==> config.mk <==
export PLATFORM = sky130hd
export DESIGN_NAME = ma_stage_hs_flat
export DESIGN_NICKNAME = d
export VERILOG_FILES = /design/src/rtl/ma_stage_hs_if.sv /design/src/rtl/ma_stage_hs.sv /design/src/flat_wrapper.sv
export SDC_FILE = /design/constraint.sdc
export NUM_CORES = 1
export LEC_CHECK = 0
export BUFFER_PORTS_ARGS = -buffer_cell sky130_fd_sc_hd__buf_2
export CAP_MARGIN = 40
export CORE_AREA = 3 3 157 159
export DETAILED_ROUTE_END_ITERATION = 10
export DIE_AREA = 0 0 160 162
export GPL_TIMING_DRIVEN = 1
export MAX_ROUTING_LAYER = met4
export PLACE_DENSITY_LB_ADDON = 0.05
export RECOVER_POWER = 25
export SYNTH_ARGS = -nofsm -noshare
export SYNTH_HDL_FRONTEND = slang
export SYNTH_SLANG_ARGS = --single-unit
==> constraint.sdc <==
create_clock -name clk -period 2 [get_ports clk]
set_input_delay 0.2 -clock clk [delete_from_list [all_inputs] [get_ports clk]]
set_output_delay 0.2 -clock clk [all_outputs]
set_load 0.03 [all_outputs]
==> src/rtl/ma_stage_hs_if.sv <==
// Handshake bundle for ma_stage_hs: EX-side request, WB-side result and data-memory port.
// The stage itself connects through the slave modport; the environment uses master.
interface ma_stage_hs_if #(
    parameter int XLEN   = 32,
    parameter int CTRL_W = 22
);
    logic                in_valid;
    logic                in_ready;
    logic [XLEN-1:0]     in_pc;
    logic [XLEN-1:0]     in_alu;
    logic [XLEN-1:0]     in_op2;
    logic [31:0]         in_ir;
    logic [CTRL_W-1:0]   in_ctrl;

    logic                mem_req;
    logic                mem_we;
    logic [XLEN-1:0]     mem_addr;
    logic [XLEN-1:0]     mem_wdata;
    logic [XLEN/8-1:0]   mem_be;
    logic                mem_ack;
    logic [XLEN-1:0]     mem_rdata;

    logic                out_valid;
    logic                out_ready;
    logic [XLEN-1:0]     out_pc;
    logic [XLEN-1:0]     out_alu;
    logic [31:0]         out_ir;
    logic [CTRL_W-1:0]   out_ctrl;
    logic [XLEN-1:0]     out_ld_result;
    logic [1:0]          out_err;

    modport slave (
        input  in_valid, in_pc, in_alu, in_op2, in_ir, in_ctrl,
        output in_ready,
        output mem_req, mem_we, mem_addr, mem_wdata, mem_be,
        input  mem_ack, mem_rdata,
        output out_valid, out_pc, out_alu, out_ir, out_ctrl, out_ld_result, out_err,
        input  out_ready
    );

    modport master (
        output in_valid, in_pc, in_alu, in_op2, in_ir, in_ctrl,
        input  in_ready,
        input  mem_req, mem_we, mem_addr, mem_wdata, mem_be,
        output mem_ack, mem_rdata,
        input  out_valid, out_pc, out_alu, out_ir, out_ctrl, out_ld_result, out_err,
        output out_ready
    );
endinterface

==> src/rtl/ma_stage_hs.sv <==
// Registered memory-access stage between EX and WB with a req/ack data-memory port.
// Optional bus timeout is enabled by defining MA_TIMEOUT_EN.
module ma_stage_hs #(
    parameter int XLEN     = 32,
    parameter int CTRL_W   = 22,
    parameter int MAX_WAIT = 15
) (
    input logic            clk,
    input logic            rst_n,
    ma_stage_hs_if.slave   bus
);
    localparam int NB     = XLEN / 8;
    localparam int OFF_W  = $clog2(NB);
    localparam int WAIT_W = $clog2(MAX_WAIT + 1);
    localparam logic [WAIT_W-1:0] WAIT_LAST = WAIT_W'(MAX_WAIT - 1);
`ifdef MA_TIMEOUT_EN
    localparam bit TIMEOUT_EN = 1'b1;
`else
    localparam bit TIMEOUT_EN = 1'b0;
`endif

    typedef enum logic {IDLE, ACCESS} state_e;

    state_e              state_q;
    logic                out_valid_q;
    logic                mem_req_q;
    logic                mem_we_q;
    logic [XLEN-1:0]     mem_addr_q;
    logic [XLEN-1:0]     mem_wdata_q;
    logic [NB-1:0]       mem_be_q;
    logic [XLEN-1:0]     out_pc_q;
    logic [XLEN-1:0]     out_alu_q;
    logic [31:0]         out_ir_q;
    logic [CTRL_W-1:0]   out_ctrl_q;
    logic [XLEN-1:0]     out_ld_q;
    logic [1:0]          out_err_q;
    logic [WAIT_W-1:0]   wait_q;

    logic                in_ready;
    logic                accept;
    logic                in_mem;
    logic                misaligned;
    logic [OFF_W-1:0]    in_off;
    logic [NB-1:0]       be_d;
    logic [XLEN-1:0]     wdata_d;
    logic                out_is_load;
    logic [XLEN-1:0]     lane;
    logic [XLEN-1:0]     lane_top;
    logic [XLEN-1:0]     ld_sext;
    logic [XLEN-1:0]     ld_zext;
    logic [XLEN-1:0]     ld_ext;
    logic [6:0]          shamt;
    logic                timeout_hit;

    assign in_ready    = (state_q == IDLE) && (!out_valid_q || bus.out_ready);
    assign accept      = bus.in_valid && in_ready;
    assign in_mem      = |bus.in_ctrl[1:0];
    assign in_off      = bus.in_alu[OFF_W-1:0];
    assign out_is_load = out_ctrl_q[1] && !out_ctrl_q[0];
    assign timeout_hit = TIMEOUT_EN && (wait_q == WAIT_LAST);

    always_comb begin
        misaligned = 1'b0;
        be_d       = '1;
        wdata_d    = bus.in_op2;
        case (bus.in_ctrl[3:2])
            2'b00: begin
                be_d    = NB'(1) << in_off;
                wdata_d = {(XLEN/8){bus.in_op2[7:0]}};
            end
            2'b01: begin
                misaligned = bus.in_alu[0];
                be_d       = NB'(3) << in_off;
                wdata_d    = {(XLEN/16){bus.in_op2[15:0]}};
            end
            2'b10: begin
                misaligned = |bus.in_alu[1:0];
                be_d       = NB'(4'hF) << in_off;
                wdata_d    = {(XLEN/32){bus.in_op2[31:0]}};
            end
            default: begin
                misaligned = (XLEN == 32) || (|bus.in_alu[2:0]);
            end
        endcase
    end

    // Extension works by pushing the selected field to the top of the word and shifting it back down.
    always_comb begin
        shamt = 7'd0;
        case (out_ctrl_q[3:2])
            2'b00:   shamt = 7'(XLEN - 8);
            2'b01:   shamt = 7'(XLEN - 16);
            2'b10:   shamt = 7'(XLEN - 32);
            default: shamt = 7'd0;
        endcase
        lane     = bus.mem_rdata >> {out_alu_q[OFF_W-1:0], 3'b000};
        lane_top = lane << shamt;
        ld_sext  = $signed(lane_top) >>> shamt;
        ld_zext  = lane_top >> shamt;
        ld_ext   = out_ctrl_q[4] ? ld_zext : ld_sext;
    end

    always_ff @(posedge clk or negedge rst_n) begin
        if (!rst_n) begin
            state_q     <= IDLE;
            out_valid_q <= 1'b0;
            mem_req_q   <= 1'b0;
            mem_we_q    <= 1'b0;
            mem_addr_q  <= '0;
            mem_wdata_q <= '0;
            mem_be_q    <= '0;
            out_pc_q    <= '0;
            out_alu_q   <= '0;
            out_ir_q    <= '0;
            out_ctrl_q  <= '0;
            out_ld_q    <= '0;
            out_err_q   <= '0;
            wait_q      <= '0;
        end else begin
            if (out_valid_q && bus.out_ready) begin
                out_valid_q <= 1'b0;
            end
            case (state_q)
                IDLE: begin
                    if (accept) begin
                        out_pc_q   <= bus.in_pc;
                        out_alu_q  <= bus.in_alu;
                        out_ir_q   <= bus.in_ir;
                        out_ctrl_q <= bus.in_ctrl;
                        out_ld_q   <= '0;
                        wait_q     <= '0;
                        if (!in_mem) begin
                            out_err_q   <= 2'b00;
                            out_valid_q <= 1'b1;
                        end else if (misaligned) begin
                            out_err_q   <= 2'b01;
                            out_valid_q <= 1'b1;
                        end else begin
                            out_err_q   <= 2'b00;
                            state_q     <= ACCESS;
                            mem_req_q   <= 1'b1;
                            mem_we_q    <= bus.in_ctrl[0];
                            mem_addr_q  <= {bus.in_alu[XLEN-1:OFF_W], {OFF_W{1'b0}}};
                            mem_wdata_q <= wdata_d;
                            mem_be_q    <= be_d;
                        end
                    end
                end
                ACCESS: begin
                    if (bus.mem_ack) begin
                        state_q     <= IDLE;
                        mem_req_q   <= 1'b0;
                        mem_we_q    <= 1'b0;
                        mem_be_q    <= '0;
                        out_valid_q <= 1'b1;
                        out_ld_q    <= out_is_load ? ld_ext : '0;
                    end else if (timeout_hit) begin
                        state_q     <= IDLE;
                        mem_req_q   <= 1'b0;
                        mem_we_q    <= 1'b0;
                        mem_be_q    <= '0;
                        out_valid_q <= 1'b1;
                        out_err_q   <= 2'b10;
                    end else begin
                        wait_q <= wait_q + WAIT_W'(1);
                    end
                end
                default: state_q <= IDLE;
            endcase
        end
    end

    assign bus.in_ready      = in_ready;
    assign bus.mem_req       = mem_req_q;
    assign bus.mem_we        = mem_we_q;
    assign bus.mem_addr      = mem_addr_q;
    assign bus.mem_wdata     = mem_wdata_q;
    assign bus.mem_be        = mem_be_q;
    assign bus.out_valid     = out_valid_q;
    assign bus.out_pc        = out_pc_q;
    assign bus.out_alu       = out_alu_q;
    assign bus.out_ir        = out_ir_q;
    assign bus.out_ctrl      = out_ctrl_q;
    assign bus.out_ld_result = out_ld_q;
    assign bus.out_err       = out_err_q;
endmodule

==> src/flat_wrapper.sv <==
// flat-port wrapper written by rule: the top's interface ports become plain ports
module ma_stage_hs_flat 
#(
    parameter int XLEN     = 32,
    parameter int CTRL_W   = 22,
    parameter int MAX_WAIT = 15
)
  (clk, rst_n, bus_in_valid, bus_in_pc, bus_in_alu, bus_in_op2, bus_in_ir, bus_in_ctrl, bus_in_ready, bus_mem_req, bus_mem_we, bus_mem_addr, bus_mem_wdata, bus_mem_be, bus_mem_ack, bus_mem_rdata, bus_out_valid, bus_out_pc, bus_out_alu, bus_out_ir, bus_out_ctrl, bus_out_ld_result, bus_out_err, bus_out_ready);
  ma_stage_hs_if #(.XLEN(XLEN), .CTRL_W(CTRL_W)) bus_i ();
  input logic clk;
  input logic rst_n;
  input wire logic [$bits(bus_i.in_valid)-1:0] bus_in_valid;
  input wire logic [$bits(bus_i.in_pc)-1:0] bus_in_pc;
  input wire logic [$bits(bus_i.in_alu)-1:0] bus_in_alu;
  input wire logic [$bits(bus_i.in_op2)-1:0] bus_in_op2;
  input wire logic [$bits(bus_i.in_ir)-1:0] bus_in_ir;
  input wire logic [$bits(bus_i.in_ctrl)-1:0] bus_in_ctrl;
  output wire logic [$bits(bus_i.in_ready)-1:0] bus_in_ready;
  output wire logic [$bits(bus_i.mem_req)-1:0] bus_mem_req;
  output wire logic [$bits(bus_i.mem_we)-1:0] bus_mem_we;
  output wire logic [$bits(bus_i.mem_addr)-1:0] bus_mem_addr;
  output wire logic [$bits(bus_i.mem_wdata)-1:0] bus_mem_wdata;
  output wire logic [$bits(bus_i.mem_be)-1:0] bus_mem_be;
  input wire logic [$bits(bus_i.mem_ack)-1:0] bus_mem_ack;
  input wire logic [$bits(bus_i.mem_rdata)-1:0] bus_mem_rdata;
  output wire logic [$bits(bus_i.out_valid)-1:0] bus_out_valid;
  output wire logic [$bits(bus_i.out_pc)-1:0] bus_out_pc;
  output wire logic [$bits(bus_i.out_alu)-1:0] bus_out_alu;
  output wire logic [$bits(bus_i.out_ir)-1:0] bus_out_ir;
  output wire logic [$bits(bus_i.out_ctrl)-1:0] bus_out_ctrl;
  output wire logic [$bits(bus_i.out_ld_result)-1:0] bus_out_ld_result;
  output wire logic [$bits(bus_i.out_err)-1:0] bus_out_err;
  input wire logic [$bits(bus_i.out_ready)-1:0] bus_out_ready;
  assign bus_i.in_valid = bus_in_valid;
  assign bus_i.in_pc = bus_in_pc;
  assign bus_i.in_alu = bus_in_alu;
  assign bus_i.in_op2 = bus_in_op2;
  assign bus_i.in_ir = bus_in_ir;
  assign bus_i.in_ctrl = bus_in_ctrl;
  assign bus_in_ready = bus_i.in_ready;
  assign bus_mem_req = bus_i.mem_req;
  assign bus_mem_we = bus_i.mem_we;
  assign bus_mem_addr = bus_i.mem_addr;
  assign bus_mem_wdata = bus_i.mem_wdata;
  assign bus_mem_be = bus_i.mem_be;
  assign bus_i.mem_ack = bus_mem_ack;
  assign bus_i.mem_rdata = bus_mem_rdata;
  assign bus_out_valid = bus_i.out_valid;
  assign bus_out_pc = bus_i.out_pc;
  assign bus_out_alu = bus_i.out_alu;
  assign bus_out_ir = bus_i.out_ir;
  assign bus_out_ctrl = bus_i.out_ctrl;
  assign bus_out_ld_result = bus_i.out_ld_result;
  assign bus_out_err = bus_i.out_err;
  assign bus_i.out_ready = bus_out_ready;
  ma_stage_hs #(.XLEN(XLEN), .CTRL_W(CTRL_W), .MAX_WAIT(MAX_WAIT)) u_core (.clk(clk), .rst_n(rst_n), .bus(bus_i));
endmodule
==> impl_metrics.tcl, run 1 <==
set metrics [dict create \
    relSlewSlack_pct 28.2 \
    fmax_mhz 548 \
    place_hpwl_mm 20.8 \
    timing.final.crit_period_ns 1.82 \
    area_delta_synth_final_pct 50.1 \
    ant_nets 0 \
    dp_cells 1577 \
    drtIter0Drc 564 \
    yosys-top-cells-count "nand2_1 (372), dfrtp_1 (221), mux2_2 (71)" \
    hold_path_class "in2reg" \
    seqCellArea_sq_um 5530 \
    worst-path-max-fanout 33 \
    yosysMostFrequentCell "nand2_1" \
    htreeDepth 1 \
    cts_root_buf "clkbuf_16" \
    place_area_sq_um 11800 \
    status "complete, no violations" \
    diodes 0 \
    leakage_uw 0.00753 \
    via_per_inst 4.75 \
    antenna_found_initial 0 \
    setup_tns_ns 0 \
    yosysUniqueCellTypes 40 \
    fill_cells 2085 \
    clock_skew_ns 0.00728 \
    routabilityCongestion 0.807 \
    wire_per_inst_um 17.2 \
    peakVddDrop_uv 663 \
    path_clk_slew_ns 0.06 \
    drt-pass1-iter-count 5 \
    die_h_um 162 \
    grt_max_degree 125 \
    clk_path_buf_depth 3 \
    cts_buffers 25 \
    synth_area_leaders "dfrtp_1 (60%), nand2_1 (15%), mux2_2 (8.6%), mux2_4 (2.3%), a221o_1 (1.7%)" \
    route.detailed.drc 0 \
    rsz0062_at_grt "false" \
    synth_top_area_share_pct 59.5 \
    ys_seq_elements 221 \
    finalCritPeriodShare_pct 91.2 \
    dr_total_vias 8329 \
    power_density_nw_per_um2 1290 \
    cp-end-kind "flop" \
    grt_pass1_wl_mm 46.9 \
    drive_gt1_share_pct 39.5 \
    path_class "reg2reg" \
    async_flop_share_pct 100 \
    netlist_area_sq_um 9290 \
    finalNonFillerCells 1755 \
    drv_slew 0 \
    multi_input_area_sq_um 3520 \
    ios 411 \
    overflow 0 \
    finalHoldViolations 0 \
    synthCells 880 \
    synth_edf_count 0 \
    final_cell_area_sq_um 13900 \
    synth_area_per_cell_sq_um 10.6 \
    cp.required_ns 2.43 \
    dieWidth_um 160 \
    track_usage_pct 23.0 \
    fin_nets 1611 \
    arrival_ns 2.25 \
    cts_tree "built" \
    worstSkewPairLatency_ns 0.51 \
    portBuffers 407 \
    ys_seq_area_share_pct 59.5 \
    clock_sinks 221 \
    core_sq_um 23400 \
    grt_pass1_vias 8519 \
    start_kind "flop" \
    yosysTopAreaCell "dfrtp_1" \
    post_cts_resized 0 \
    setup_viol 0 \
    die-area_sq_um 25900 \
    cap_violations 0 \
    initial_utilization_pct 39.7 \
    synth_warnings 0 \
    synth_ff_type "dfrtp_1" \
    drt-total-wl_mm 30.1 \
    tightestPinTransition_ns 1.08 \
    rows 56 \
]
## flip-flops by register name, indices dropped and copies added (netlist names)
signal / count
u_core.bus.out_pc: 32
u_core.bus.mem_wdata: 32
u_core.bus.out_valid: 1
u_core.bus.mem_we: 1
u_core.bus.mem_be: 4
u_core.bus.mem_addr: 30
u_core.bus.out_ld_result: 32
u_core.bus.out_alu: 32
u_core.bus.out_err: 1
u_core.bus.out_ctrl: 22
u_core.bus.mem_req: 1
u_core.state_q: 1
u_core.bus.out_ir: 32
## layer usage
metal  up-vias  share of wire [%]  track usage (%)
met4         0                3.5             8.01
met3        65                6.1             4.44
met2       310                 49             37.7
li1       3972                  -                -
met5         -                  0                -
met1      3982                 42             28.9
## final timing paths
path | startpoint | endpoint | slack [ns] | cells after the start
setup / recovery | u_core.bus.out_alu[0] | u_core.bus.out_ld_result[10] | 0.18 | 4
hold / removal | bus_in_op2[31] | u_core.bus.mem_wdata[31] | 0.03 | 4
setup reg to reg | u_core.bus.out_alu[0] | u_core.bus.out_ld_result[10] | 0.18 | 4
hold reg to reg | u_core.bus.out_alu[3] | u_core.bus.out_alu[3] | 0.46 | 2
max in group asynchronous | rst_n | u_core.bus.out_ir[22] | 0.38 | 3
min in group asynchronous | rst_n | u_core.bus.mem_wdata[21] | 0.20 | 2
## worst max-delay path, stage by stage, from the launching register on
cell,delay [ns]
dfrtp_1,0.36
buf_4,0.32
nor3b_1,0.65
a221oi_1,0.22
o2bb2ai_1,0.18
## power breakdown
part           internal [uW]  leakage, uW  switching, uW
sequential              5730      0.00274            720
combinational           2310      0.00437           4660
clock                   2810     0.000417           1790
## metrics by stage
step           hold WS (ns)  setup slack [ns]  total power, uW  util (%)
5_1_grt              0.0187            0.0433            19000      59.6
6_report             0.0276             0.175            18000      59.6
2_1_floorplan       -0.0956            0.0200            10900         -
4_1_cts             0.00768             0.170            18200      59.8
3_5_place_dp          0.171            0.0467            13300      50.4
3_3_place_gp          0.166            0.0774            13300      50.4
## area by class of cell
type / count / share of cell area, %
sequential: 221 / 39.7
timing repair buffer: 565 / 26.1
multi-input combinational: 601 / 25.2
inverter: 5 / 0.135
clock buffer: 39 / 5.65
tap: 319 / 2.86
clock inverter: 5 / 0.377
## placed cells by master, fill, tap and decap left out, drive strengths merged, types with 8 or more instances in the layout
cell type      n
nand2        372
mux2          85
o2bb2ai       14
nor2          22
buf          430
a221o         16
mux2i         13
clkbuf        40
a22oi          8
a22o          11
a21oi         11
dfrtp        221
dlygate4sd3  134
## cell families (layout without fill, tap and decap cells)
family                     count (synthesis)  after routing  share of synthesized area, %
AOI/OAI and AO/OA                         79             79                          6.81
and+or+nand+nor                          415            415                          17.4
DFF                                      221            221                          59.5
other                                      1              3                        0.0404
adders and majority gates                  5              5                         0.673
muxes                                     99             99                          12.5
buffers and inverters                     60            614                          3.00
## what timing repair did
| item | 4_1_cts | 5_1_grt |
|---|---|---|
| hold buffers | 134 | 0 |
| setup buffers | 0 | 0 |
| endpoints found under the setup margin | 0 | 0 |
| endpoints found under the hold margin | 216 | 0 |
(Power assumes the default switching activity.)
==> inputs of run 2 (changes only) <==
CORE_AREA = 3 3 159 161   (was 3 3 157 159)
CTS_BUF_LIST = sky130_fd_sc_hd__clkbuf_8   (was unset)
DIE_AREA = 0 0 162 164   (was 0 0 160 162)
==> run 2 against run 1 <==
Design area increased by 0.97%. Sequential share of layout area down 0.38 points. Fmax increased by 0.34%.
==> impl_metrics.tcl, run 2 (same netlist as run 1, synthesis figures left out) <==
set metrics [dict create \
    status "complete, no violations" \
    grt_pass1_vias 8630 \
    portBuffers 407 \
    die_h_um 164 \
    grt_max_degree 125 \
    place_area_sq_um 11800 \
    initial_utilization_pct 38.5 \
    clock_skew_ns 0.0273 \
    dp_slack_ns 0.0585 \
    start_kind "flop" \
    cap_violations 0 \
    hold_path_class "in2reg" \
    route.detailed.drc 0 \
    overflow 0 \
    fin_ws_ns 0.182 \
    combPwrFrac_pct 39.1 \
    critPathLaunch "u_core.bus.out_valid" \
    internal-power_uw 10600 \
    setup_tns_ns 0 \
    timing.final.crit_period_ns 1.82 \
    cp_top_family "simple AND/OR/NAND/NOR gates" \
    relSlewSlack_pct 2.61 \
    core_sq_um 24100 \
    drt-total-wl_mm 30.4 \
    seqCellArea_sq_um 5530 \
    seq_power_share_pct 36.1 \
    rows 57 \
    ios 411 \
    cts_root_buf "clkbuf_8" \
    dr_total_vias 8397 \
    finalHoldViolations 0 \
    routabilityCongestion 0.831 \
    worst-r2r-cell-count 5 \
    setup_viol 0 \
    cts_setup_buffers 0 \
    fill_cells 2146 \
    cts_tree "built" \
    dieWidth_um 162 \
    drt-pass1-iter-count 4 \
    drive_gt1_share_pct 39.9 \
    path_clk_slew_ns 0.06 \
    grt_pass1_wl_mm 47.6 \
    worst_r2r_endpoint "u_core.bus.mem_wdata[20]" \
    multi_input_area_sq_um 3520 \
    cpPeakStageDelay_ns 0.42 \
    fin_nets 1633 \
    cts_buffers 40 \
    worst-path-max-fanout 54 \
    worstSetupEndpoint "u_core.bus.mem_wdata[20]" \
    worstSkewPairLatency_ns 0.54 \
    peakVddDrop_uv 627 \
    die-area_sq_um 26600 \
    cp.required_ns 2.40 \
    wire_per_inst_um 16.9 \
    area_delta_synth_final_pct 51.5 \
    switching_share_pct 40.6 \
    path_class "reg2reg" \
    power_density_nw_per_um2 1270 \
    layout_commonest_cell "buf_2" \
    leakage_uw 0.00763 \
    htreeDepth 2 \
    drv_slew 0 \
    clock_sinks 221 \
    reg2reg_from "u_core.bus.out_valid" \
    finalCritPeriodShare_pct 90.9 \
    crit_chain "nand2b_1, nand3_4, or3_4, buf_12, mux2_4" \
    place_hpwl_mm 20.7 \
    via_per_inst 4.68 \
    fmax_mhz 550 \
    arrival_ns 2.22 \
    reg2reg_slack_ns 0.18 \
    cpMaxStageDelayCell "or3_4" \
    tightestPinTransition_ns 1.46 \
    final_cell_mix "buf_2 (406), nand2_1 (372), dfrtp_1 (220)" \
    ant_nets 0 \
    rsz0062_at_grt "false" \
    antenna_found_initial 2 \
    track_usage_pct 23.1 \
    cp-end-kind "flop" \
    final_cell_area_sq_um 14100 \
    path_depth 5 \
    p_clk_share_pct 24.8 \
    drtIter0Drc 422 \
    power.switching_uw 7240 \
    power_uw 17900 \
    clk_path_buf_depth 3 \
    critical_path_buf_inv_count 1 \
]
==> run 2: cell count changes in the layout (fill, tap and decap cells not counted), moves of 2 or more <==
cell and delta:
clkbuf_8 +47, clkbuf_16 -25, dlygate4sd3_1 +10, inv_1 +8, buf_4 -3, clkbuf_1 -3
buf_12 +2, buf_2 -2, diode_2 +2
==> run 2: area by class of cell <==
class,count,share of cell area (%)
Sequential cell,221,39.3
Timing Repair Buffer,572,26.6
Multi-Input combinational cell,601,25.0
Clock buffer,58,5.67
Tap cell,324,2.88
Clock inverter,13,0.427
Inverter,5,0.133
Antenna cell,2,0.0355
==> run 2: per-stage QoR <==
stage | instances | utilization, % | hold WS, ns
after global routing | 1796 | 58.4 | 0.0144
final | 1796 | 58.4 | 0.0388
after global placement | 1579 | 48.9 | 0.159
after CTS | 1794 | 58.4 | 0.0000794
after detailed placement | 1579 | 48.9 | 0.161
after floorplan | 882 | - | -0.0956
==> run 2: worst min-delay path, stage by stage <==
cell and delay, ns:
buf_2 0.11, a221oi_1 0.07, o2bb2ai_1 0.15
==> run 2: how the worst min path moves through the flow <==
stage                                        end  slack, ns  cells after the start         startpoint
global placement        u_core.bus.mem_wdata[20]       0.16                      1              rst_n
detailed placement       u_core.bus.mem_wdata[5]       0.16                      1              rst_n
floorplan                u_core.bus.mem_addr[10]       -0.1                      0              rst_n
global route            u_core.bus.mem_wdata[19]       0.01                      3     bus_in_op2[19]
CTS                     u_core.bus.mem_wdata[18]    0.00008                      3     bus_in_op2[18]
finish              u_core.bus.out_ld_result[12]       0.04                      3  bus_mem_rdata[20]
==> run 2: layer usage <==
metal / up-vias / track usage (%) / share of wire (%)
met2: 321 / 35.9 / 48
met1: 3978 / 29.7 / 42
li1: 4035 / - / -
met5: - / - / 0
met4: 0 / 8.65 / 3.5
met3: 63 / 5.67 / 6.8
==> run 2: repair_timing <==
item                                   in CTS  in global routing
hold buffers                              144                  0
setup endpoints to repair                   0                  2
endpoints found under the hold margin     264                  0
resized for setup                           0                  1
==> run 2: power by group through the flow <==
stage	Combinational (uW)	Clock [uW]	Sequential, uW
6_report	6980	4430	6440
5_1_grt	7480	4800	6600
4_1_cts	7060	4590	6430
3_5_place_dp	6840	0	6470
3_3_place_gp	6800	0	6470
2_1_floorplan	1920	0	8990
==> inputs of run 3 (changes only) <==
BUFFER_PORTS_ARGS = -buffer_cell sky130_fd_sc_hd__clkbuf_2   (was -buffer_cell sky130_fd_sc_hd__buf_2)
==> run 3 against run 2 <==
Critical path depth did not move. Power down 2.5%. Non-clock buffer count rose by 1. Clock skew down 0.014 ns. Fmax increased by 2.2%. First-iteration DRC count is 1.2% higher. Sequential cell count is the same. Sequential power increased by 0.8%. Critical endpoint is now u_core.bus.mem_addr[5]. Largest power group unchanged.
==> impl_metrics.tcl, run 3 (same netlist as run 1, synthesis figures left out) <==
set metrics [dict create \
    status "complete, no violations" \
    worstSkewPairLatency_ns 0.52 \
    reg2reg_slack_ns 0.22 \
    worst_r2r_endpoint "u_core.bus.mem_addr[5]" \
    seqCellArea_sq_um 5530 \
    finalHoldViolations 0 \
    rows 57 \
    routabilityCongestion 0.819 \
    holdPathStages 4 \
    clock_skew_ns 0.0131 \
    portBuffers 407 \
    internal-power_uw 10200 \
    peakVddDrop_uv 612 \
    clk_path_buf_depth 3 \
    dieWidth_um 162 \
    fill_cells 2204 \
    fin_nets 1633 \
    final_cell_mix "clkbuf_2 (409), nand2_1 (372), dfrtp_1 (220)" \
    crit_chain "nand2b_1, nand3_4, or3_4, buf_4, mux2_2" \
    worst-r2r-cell-count 5 \
    cp_top_family "simple AND/OR/NAND/NOR gates" \
    power_uw 17400 \
    drv_slew 0 \
    overflow 0 \
    diodes 0 \
    die-area_sq_um 26600 \
    track_usage_pct 22.7 \
    dr_total_vias 8343 \
    finalCritPeriodShare_pct 89.0 \
    cts_root_buf "clkbuf_8" \
    drive_gt1_share_pct 39.9 \
    grt_pass1_vias 8672 \
    via_per_inst 4.66 \
    drtIter0Drc 427 \
    cts_buffers 39 \
    setup_tns_ns 0 \
    die_h_um 164 \
    initial_utilization_pct 38.5 \
    arrival_ns 2.18 \
    power_density_nw_per_um2 1250 \
    place_hpwl_mm 20.9 \
    leakage_uw 0.00759 \
    setup_viol 0 \
    reg2reg_from "u_core.bus.out_valid" \
    fmax_mhz 562 \
    cpMaxStageDelayCell "or3_4" \
    ant_nets 0 \
    cts_tree "built" \
    cp.required_ns 2.40 \
    route.detailed.drc 0 \
    cp-end-kind "flop" \
    ios 411 \
    layout_commonest_cell "clkbuf_2" \
    cap_violations 0 \
    relSlewSlack_pct 36.8 \
    hold_path_class "in2reg" \
    htreeDepth 2 \
    hold_path.startpoint "bus_in_op2[31]" \
    worst-path-max-fanout 16 \
    grt_pass1_wl_mm 46.9 \
    power.switching_uw 7230 \
    core_sq_um 24100 \
    combPwrFrac_pct 39.9 \
    timing.final.crit_period_ns 1.78 \
    switching_share_pct 41.5 \
    cpPeakStageDelay_ns 0.44 \
    clock_sinks 221 \
    rsz0062_at_grt "false" \
    start_kind "flop" \
    p_clk_share_pct 22.8 \
    tightestPinTransition_ns 0.948 \
    wire_per_inst_um 16.5 \
    critical_path_buf_inv_count 1 \
    drt-total-wl_mm 29.6 \
    grt_max_degree 125 \
    multi_input_area_sq_um 3520 \
    area_delta_synth_final_pct 50.0 \
    antenna_found_initial 0 \
    path_clk_slew_ns 0.06 \
    min_to "u_core.bus.mem_wdata[31]" \
    drt-pass1-iter-count 4 \
    path_class "reg2reg" \
    seq_power_share_pct 37.3 \
]
==> run 3: power by group through the flow <==
stage / registers [uW] / logic, uW / clock network, uW
floorplan: 8990 / 1920 / 0
global placement: 6530 / 6770 / 0
detailed placement: 6530 / 6820 / 0
CTS: 6490 / 7030 / 4120
global route: 6650 / 7440 / 4360
finish: 6490 / 6940 / 3980
==> run 3: final cells by class <==
class                      instances  share of cell area [%]
sequential                       221                    39.7
timing repair buffer             573                    26.6
multi-input combinational        601                    25.3
clock buffer                      48                    4.74
tap                              324                    2.91
clock inverter                    20                   0.656
inverter                           5                   0.135
==> run 3: tightest hold or removal path, cell delays in order <==
cell	delay [ns]
clkbuf_2	0.09
nand2_1	0.05
nand2_1	0.05
mux2_2	0.13
==> run 3: timing repair <==
| item | 4_1_cts | 5_1_grt |
|---|---|---|
| hold buffers | 138 | 0 |
| gates resized for setup | 0 | 1 |
| setup buffers | 0 | 0 |
| endpoints found under the hold margin | 227 | 0 |
| endpoints found under the setup margin | 0 | 1 |
==> run 3: routing by layer <==
| metal | wire [um] | GRT usage [%] | vias to the layer above |
|---|---|---|---|
| met4 | 943 | 7.99 | 0 |
| met3 | 2190 | 5.65 | 50 |
| met1 | 12400 | 28.7 | 3940 |
| met2 | 14100 | 36.0 | 327 |
| li1 | - | - | 4026 |
| met5 | 0 | - | - |
==> run 3: worst max-delay path by stage <==
| stage | start | endpoint | cells past startpoint | slack (ns) |
|---|---|---|---|---|
| after global routing | rst_n | u_core.bus.out_ir[2] | 3 | 0.02 |
| final | u_core.bus.out_valid | u_core.bus.mem_addr[5] | 5 | 0.22 |
| after CTS | u_core.bus.out_alu[1] | u_core.bus.out_ld_result[12] | 4 | 0.09 |
| after global placement | bus_in_ctrl[2] | u_core.bus.mem_addr[31] | 8 | 0.08 |
| after detailed placement | bus_in_ctrl[2] | u_core.bus.mem_addr[5] | 8 | 0.04 |
| after floorplan | u_core.bus.out_valid | u_core.bus.mem_wdata[14] | 7 | 0.02 |
==> run 3: through the flow <==
step,cells,util [%],hold slack [ns],cell area (sq um),worst slack [ns]
6_report,1792,57.8,0.0363,13900,0.221
5_1_grt,1792,57.8,0.0156,13900,0.0156
4_1_cts,1792,58.1,0.00154,14000,0.0922
3_5_place_dp,1586,49.2,0.208,11900,0.0393
3_3_place_gp,1586,49.2,0.210,11900,0.0838
2_1_floorplan,882,-,-0.0956,9300,0.0200
